$ cat src/rtl/ac_zone_ctrl.sv
// Multi-zone heat/cool hysteresis controller: one IDLE/HEAT/COOL FSM per zone with
// per-zone operating mode and minimum on/off dwell protection.
module ac_zone_ctrl #(
  parameter int unsigned TEMP_W   = 5,
  parameter int unsigned ZONES    = 2,
  parameter int unsigned HEAT_ON  = 18,
  parameter int unsigned HEAT_OFF = 20,
  parameter int unsigned COOL_ON  = 22,
  parameter int unsigned COOL_OFF = 20,
  parameter int unsigned MIN_ON   = 4,
  parameter int unsigned MIN_OFF  = 2
) (
  input  logic                      clk,
  input  logic                      rst,
  input  logic [ZONES*TEMP_W-1:0]   temperature,
  input  logic [2*ZONES-1:0]        mode,
  output logic [ZONES-1:0]          heating,
  output logic [ZONES-1:0]          cooling
);

  localparam int unsigned DMAX = (MIN_ON > MIN_OFF) ? MIN_ON : MIN_OFF;
  localparam int unsigned CW   = $clog2(DMAX + 1);

  typedef enum logic [1:0] {
    ST_IDLE = 2'd0,
    ST_HEAT = 2'd1,
    ST_COOL = 2'd2
  } state_t;

  if (!((HEAT_ON < HEAT_OFF) && (COOL_OFF < COOL_ON) && (HEAT_ON < COOL_ON) &&
        (HEAT_ON < 2**TEMP_W) && (HEAT_OFF < 2**TEMP_W) &&
        (COOL_ON < 2**TEMP_W) && (COOL_OFF < 2**TEMP_W) &&
        (MIN_ON >= 1) && (MIN_OFF >= 1))) begin : g_param_err
    $error("ac_zone_ctrl: illegal parameter set");
  end

  for (genvar z = 0; z < ZONES; z++) begin : g_zone
    logic [TEMP_W-1:0] w_temp;
    logic              w_heat_ok;
    logic              w_cool_ok;
    state_t            r_state;
    state_t            w_next;
    logic [CW-1:0]     r_dwell;
    logic [CW-1:0]     w_dwell_nxt;
    logic              r_heat;
    logic              r_cool;

    assign w_temp    = temperature[z*TEMP_W +: TEMP_W];
    assign w_heat_ok = mode[2*z];
    assign w_cool_ok = mode[2*z+1];

    // Next-state: mode override beats MIN_ON; IDLE must serve MIN_OFF before re-entry
    always_comb begin
      w_next = r_state;
      case (r_state)
        ST_IDLE: begin
          if (r_dwell >= CW'(MIN_OFF - 1)) begin
            if (w_heat_ok && (w_temp <= TEMP_W'(HEAT_ON)))
              w_next = ST_HEAT;
            else if (w_cool_ok && (w_temp >= TEMP_W'(COOL_ON)))
              w_next = ST_COOL;
          end
        end
        ST_HEAT: begin
          if (!w_heat_ok ||
              ((w_temp >= TEMP_W'(HEAT_OFF)) && (r_dwell >= CW'(MIN_ON - 1))))
            w_next = ST_IDLE;
        end
        ST_COOL: begin
          if (!w_cool_ok ||
              ((w_temp <= TEMP_W'(COOL_OFF)) && (r_dwell >= CW'(MIN_ON - 1))))
            w_next = ST_IDLE;
        end
        default: w_next = ST_IDLE;
      endcase

      if (w_next != r_state)
        w_dwell_nxt = '0;
      else if (r_dwell == CW'(DMAX))
        w_dwell_nxt = r_dwell;
      else
        w_dwell_nxt = r_dwell + CW'(1);
    end

    // Reset saturates dwell so an active state may be entered right after release
    always_ff @(posedge clk or posedge rst) begin
      if (rst) begin
        r_state <= ST_IDLE;
        r_dwell <= CW'(DMAX);
        r_heat  <= 1'b0;
        r_cool  <= 1'b0;
      end else begin
        r_state <= w_next;
        r_dwell <= w_dwell_nxt;
        r_heat  <= (w_next == ST_HEAT);
        r_cool  <= (w_next == ST_COOL);
      end
    end

    assign heating[z] = r_heat;
    assign cooling[z] = r_cool;
  end

endmodule

$ cat config.mk
export PLATFORM = sky130hd
export DESIGN_NAME = ac_zone_ctrl
export DESIGN_NICKNAME = d
export VERILOG_FILES = /design/src/rtl/ac_zone_ctrl.sv
export SDC_FILE = /design/constraint.sdc
export NUM_CORES = 1
export LEC_CHECK = 0
export BUFFER_PORTS_ARGS = -buffer_cell sky130_fd_sc_hd__clkbuf_2
export CORE_MARGIN = 2
export CORE_UTILIZATION = 52
export CTS_CLUSTER_SIZE = 12
export DETAILED_ROUTE_END_ITERATION = 10
export PLACE_DENSITY = 0.84
export SYNTH_ARGS = -nofsm -noshare
export SYNTH_HDL_FRONTEND = slang
export SYNTH_SLANG_ARGS = --single-unit
$ cat constraint.sdc
create_clock -name clk -period 1.9 [get_ports clk]
set_input_delay 0 -clock clk [delete_from_list [all_inputs] [get_ports clk]]
set_output_delay 0 -clock clk [all_outputs]
set_load 0.01 [all_outputs]
==> results.env <==
CTS.REPORTEDPATHS.CLKPINSLEW_NS=0.08
YS_WARN_COUNT=0
DRC=0
NETS=145
TIMING.REG2REG.SETUP_SLACK_NS=0.18
MAX_SLEW.WORST_PIN.SLEW_NS=0.507
POST_DRT_VIA_CELL_RATIO=5.57
SYNTH_CELLS=97
CTS_MADE_BUFFERS=3
PLACEMENT.SETUP.WORST_SLACK_NS=0.111
INSTANCES_NO_FILL=145
GRT_START_MAX_NET_PINS=15
TRITONCTS='done'
WHS_NS=0.0181
POST_DP_CELL_AREA_SQ_UM=1060
DIE_Y_UM=46.6
MIN_CYCLE_TIME_LAYOUT_NS=1.72
HOLD_VIOL=0
HOLD_CLASS='in -> reg'
PLACE.DETAILED.INSTANCES=140
WORST_EP_REQUIRED_TIME_NS=2.11
TOTALPOWERFINAL_mW=1.44
START_POINT_OF_THE_WORST_HOLD_PATH='mode[0]'
NUMBER_OF_CORE_ROWS=15
MAXCLOCKFREQUENCY_MHz=582
ANTENNADIODECOUNT=0
CP_MAX_FO=5
SYNTH.NET_COUNT=121
WORST-R2R-CELL-COUNT=6
LAYOUT_WORST_PATH_CYCLE_SHARE_PCT=90.4
POWER_DENSITY_nW_PER_UM2=1290
ANTENNA_FOUND_INITIAL=0
RR_STARTPOINT='g_zone[0].r_dwell[2]'
GRT_PASS1_WL_UM=2730
ROUTABILITYCONGESTION=0.773
POST_DRT_WL_PER_CELL_UM=12.2
CLK-INSERTION-DELAY-LATE_NS=0.28
PLACEABLECOREAREA_SQ_UM=1710
GLOBAL_ROUTE.OVERFLOW_TOTAL=0
WORSTPATHARRIVAL_NS=1.92
MAX-CAP-VIOLATIONS=0
CRITICAL_PATH_TYPE='reg -> reg'
FP.DIEAREA_SQ_UM=2170
DETAIL_ROUTE.ITER0.VIOLATIONS=16
DISTINCT_CELL_TYPE_COUNT_AFTER_SYNTHESIS=32
NUMPORTBUFFERS=19
CLOCK_TREE.HTREE_LEVEL_COUNT=1
PLACE.DETAILED.HPWL_UM=1430
ANT_NETS=0
SYNTH_AREA_PER_CELL_SQ_UM=9.71
SYN-CELL-AREA_SQ_UM=942
SETUP_TNS_NS=0
HOLD_PATH_END='g_zone[0].r_state[0]'
COUNT_OF_VIAS_PLACED_BY_THE_DETAILED_ROUTER=807
INITIAL_CORE_UTIL_PCT=55.2
HOLD-PATH-CELL-COUNT=3
WORST_CLOCK_SKEW_NS=0.00273
FIRST_GLOBAL_VIAS=693
CTS-ROOT-BUF='sky130_fd_sc_hd__clkbuf_4'
POSTCTSSETUPREPAIRBUFS=0
FINAL_COMMON_CELL='sky130_fd_sc_hd__clkbuf_2'
POST_ROUTE_CELLS_DRIVE_ABOVE_1_SHARE_PCT=30.8
COMMONEST_CELLS_AFTER_ROUTING_FILL_AND_TAPS_ASIDE='19 x sky130_fd_sc_hd__clkbuf_2, 12 x sky130_fd_sc_hd__dfrtp_1, 8 x sky130_fd_sc_hd__inv_1, 8 x sky130_fd_sc_hd__ha_1, 7 x sky130_fd_sc_hd__nand2_1'
ROUTED_WL_UM=1760
GRT_USAGE_PCT=18.0
SETUP.WORST_PATH.START_CLASS='register'
FP.DIEW_UM=46.6
CTS.PATH.MAX_BUFFERS=2
FINALMAXSLEWVIOLATIONS=0
WORSTSETUPENDPOINTTYPE='register'
SETUP_VIOLATIONS=0
AREAGROWTHSYNTHTOFINISH_PCT=17.9
SYNTH.FF_LATCH_COUNT=14
FIN_WS_NS=0.183
R2R-END='g_zone[0].r_dwell[2]'
SYNTH-SEQ-AREA-SHARE_PCT=37.5
STATUS='complete, no violations'
TOTAL_LEAKAGE_POWER_nW=0.551
IO-PIN-COUNT=20
CLKSINKCOUNT=14
SETUP_REPAIR_AFTER_GLOBAL_ROUTING_MISSED_ITS_MARGIN='false'
VDD_DROP_MAX_mV=0.949
FINALINSTANCEAREA_SQ_UM=1110
RELSLEWSLACK_PCT=66.2
LAYOUT_UTILIZATION_PCT=65.1
DRT_PRE_ANTENNA_ITERS=4
-- worst max path at each step --
stage / from / end / slack [ns] / cells after the start
after floorplan: g_zone[1].r_dwell[0] / g_zone[1].r_dwell[2] / 0.24 / 6
after global placement: g_zone[1].r_dwell[1] / g_zone[1].r_dwell[2] / 0.22 / 6
final: g_zone[0].r_dwell[2] / g_zone[0].r_dwell[2] / 0.18 / 6
after CTS: g_zone[1].r_dwell[1] / g_zone[1].r_dwell[1] / 0.1 / 6
after detailed placement: g_zone[1].r_dwell[1] / g_zone[1].r_dwell[1] / 0.11 / 6
after global routing: g_zone[1].r_dwell[1] / g_zone[1].r_dwell[2] / 0.03 / 6
-- layout make-up --
class / count / area, sq um
Clock buffer: 4 / 36.3
Fill cell: 137 / 597
Inverter: 8 / 30.0
Multi-Input combinational cell: 71 / 533
Sequential cell: 14 / 353
Tap cell: 25 / 31.3
Timing Repair Buffer: 23 / 128
-- Yosys cell counts (all sizes together) --
master | count | area share, %
a21oi | 7 | 3.7
xnor2 | 2 | 1.9
nand3b | 1 | 0.80
nor3 | 7 | 4.2
and4bb | 1 | 1.3
o2111ai | 1 | 0.93
and2b | 1 | 0.80
a211o | 5 | 4.8
a2111o | 1 | 1.2
a211oi | 2 | 2.1
buf | 4 | 3.2
or4 | 2 | 2.0
ha | 8 | 11
nor2 | 3 | 1.2
nand2b | 3 | 2.0
dfrtp | 12 | 32
nand2 | 7 | 2.8
nand3 | 3 | 1.6
a21o | 1 | 0.80
o21a | 3 | 2.4
nor4 | 2 | 2.0
mux2i | 3 | 3.2
inv | 8 | 3.2
o21ai | 6 | 3.2
a31oi | 2 | 2.7
dfstp | 2 | 5.6
-- cell families (layout without fill, tap and decap cells) --
logic type,Yosys count,count (layout),share of synthesized area (%)
and+or+nand+nor,30,30,18.7
AOI/OAI and AO/OA,28,28,21.8
DFF,14,14,37.5
buffers and inverters,12,35,6.37
adders and majority gates,8,8,10.6
muxes,3,3,3.19
xor gates and xnor gates,2,2,1.86
-- critical path, stage by stage, from the launching register on --
cell	delay, ns
sky130_fd_sc_hd__dfstp_2	0.58
sky130_fd_sc_hd__inv_1	0.05
sky130_fd_sc_hd__ha_1	0.19
sky130_fd_sc_hd__a211o_2	0.32
sky130_fd_sc_hd__o21ai_1	0.12
sky130_fd_sc_hd__a31oi_2	0.17
sky130_fd_sc_hd__a211oi_2	0.22
-- sequential cells by signal, indices dropped and copies added, names as in the netlist --
name and flops:
g_zone.r_state 4, g_zone.r_dwell 6, g_zone.r_heat 2, g_zone.r_cool 2
-- report_power, final --
part | total [mW] | switching (mW) | internal, mW
combinational | 0.722 | 0.377 | 0.345
sequential | 0.503 | 0.0886 | 0.414
clock | 0.213 | 0.0963 | 0.117
total | 1.44 | 0.561 | 0.876
-- repair_timing --
item,4_1_cts,5_1_grt
setup endpoints to repair,0,2
hold endpoints to repair,12,0
resized for setup,0,1
hold buffers,1,0
-- metal layers --
| layer | wire length (um) | track usage (%) | vias to the layer above |
|---|---|---|---|
| met3 | 71 | 2.75 | 6 |
| li1 | - | - | 399 |
| met2 | 870 | 30.6 | 29 |
| met5 | 0 | 0 | - |
| met4 | 36 | 10.9 | 0 |
| met1 | 786 | 21.2 | 373 |
Note: power is estimated with default switching activity, not from simulation.
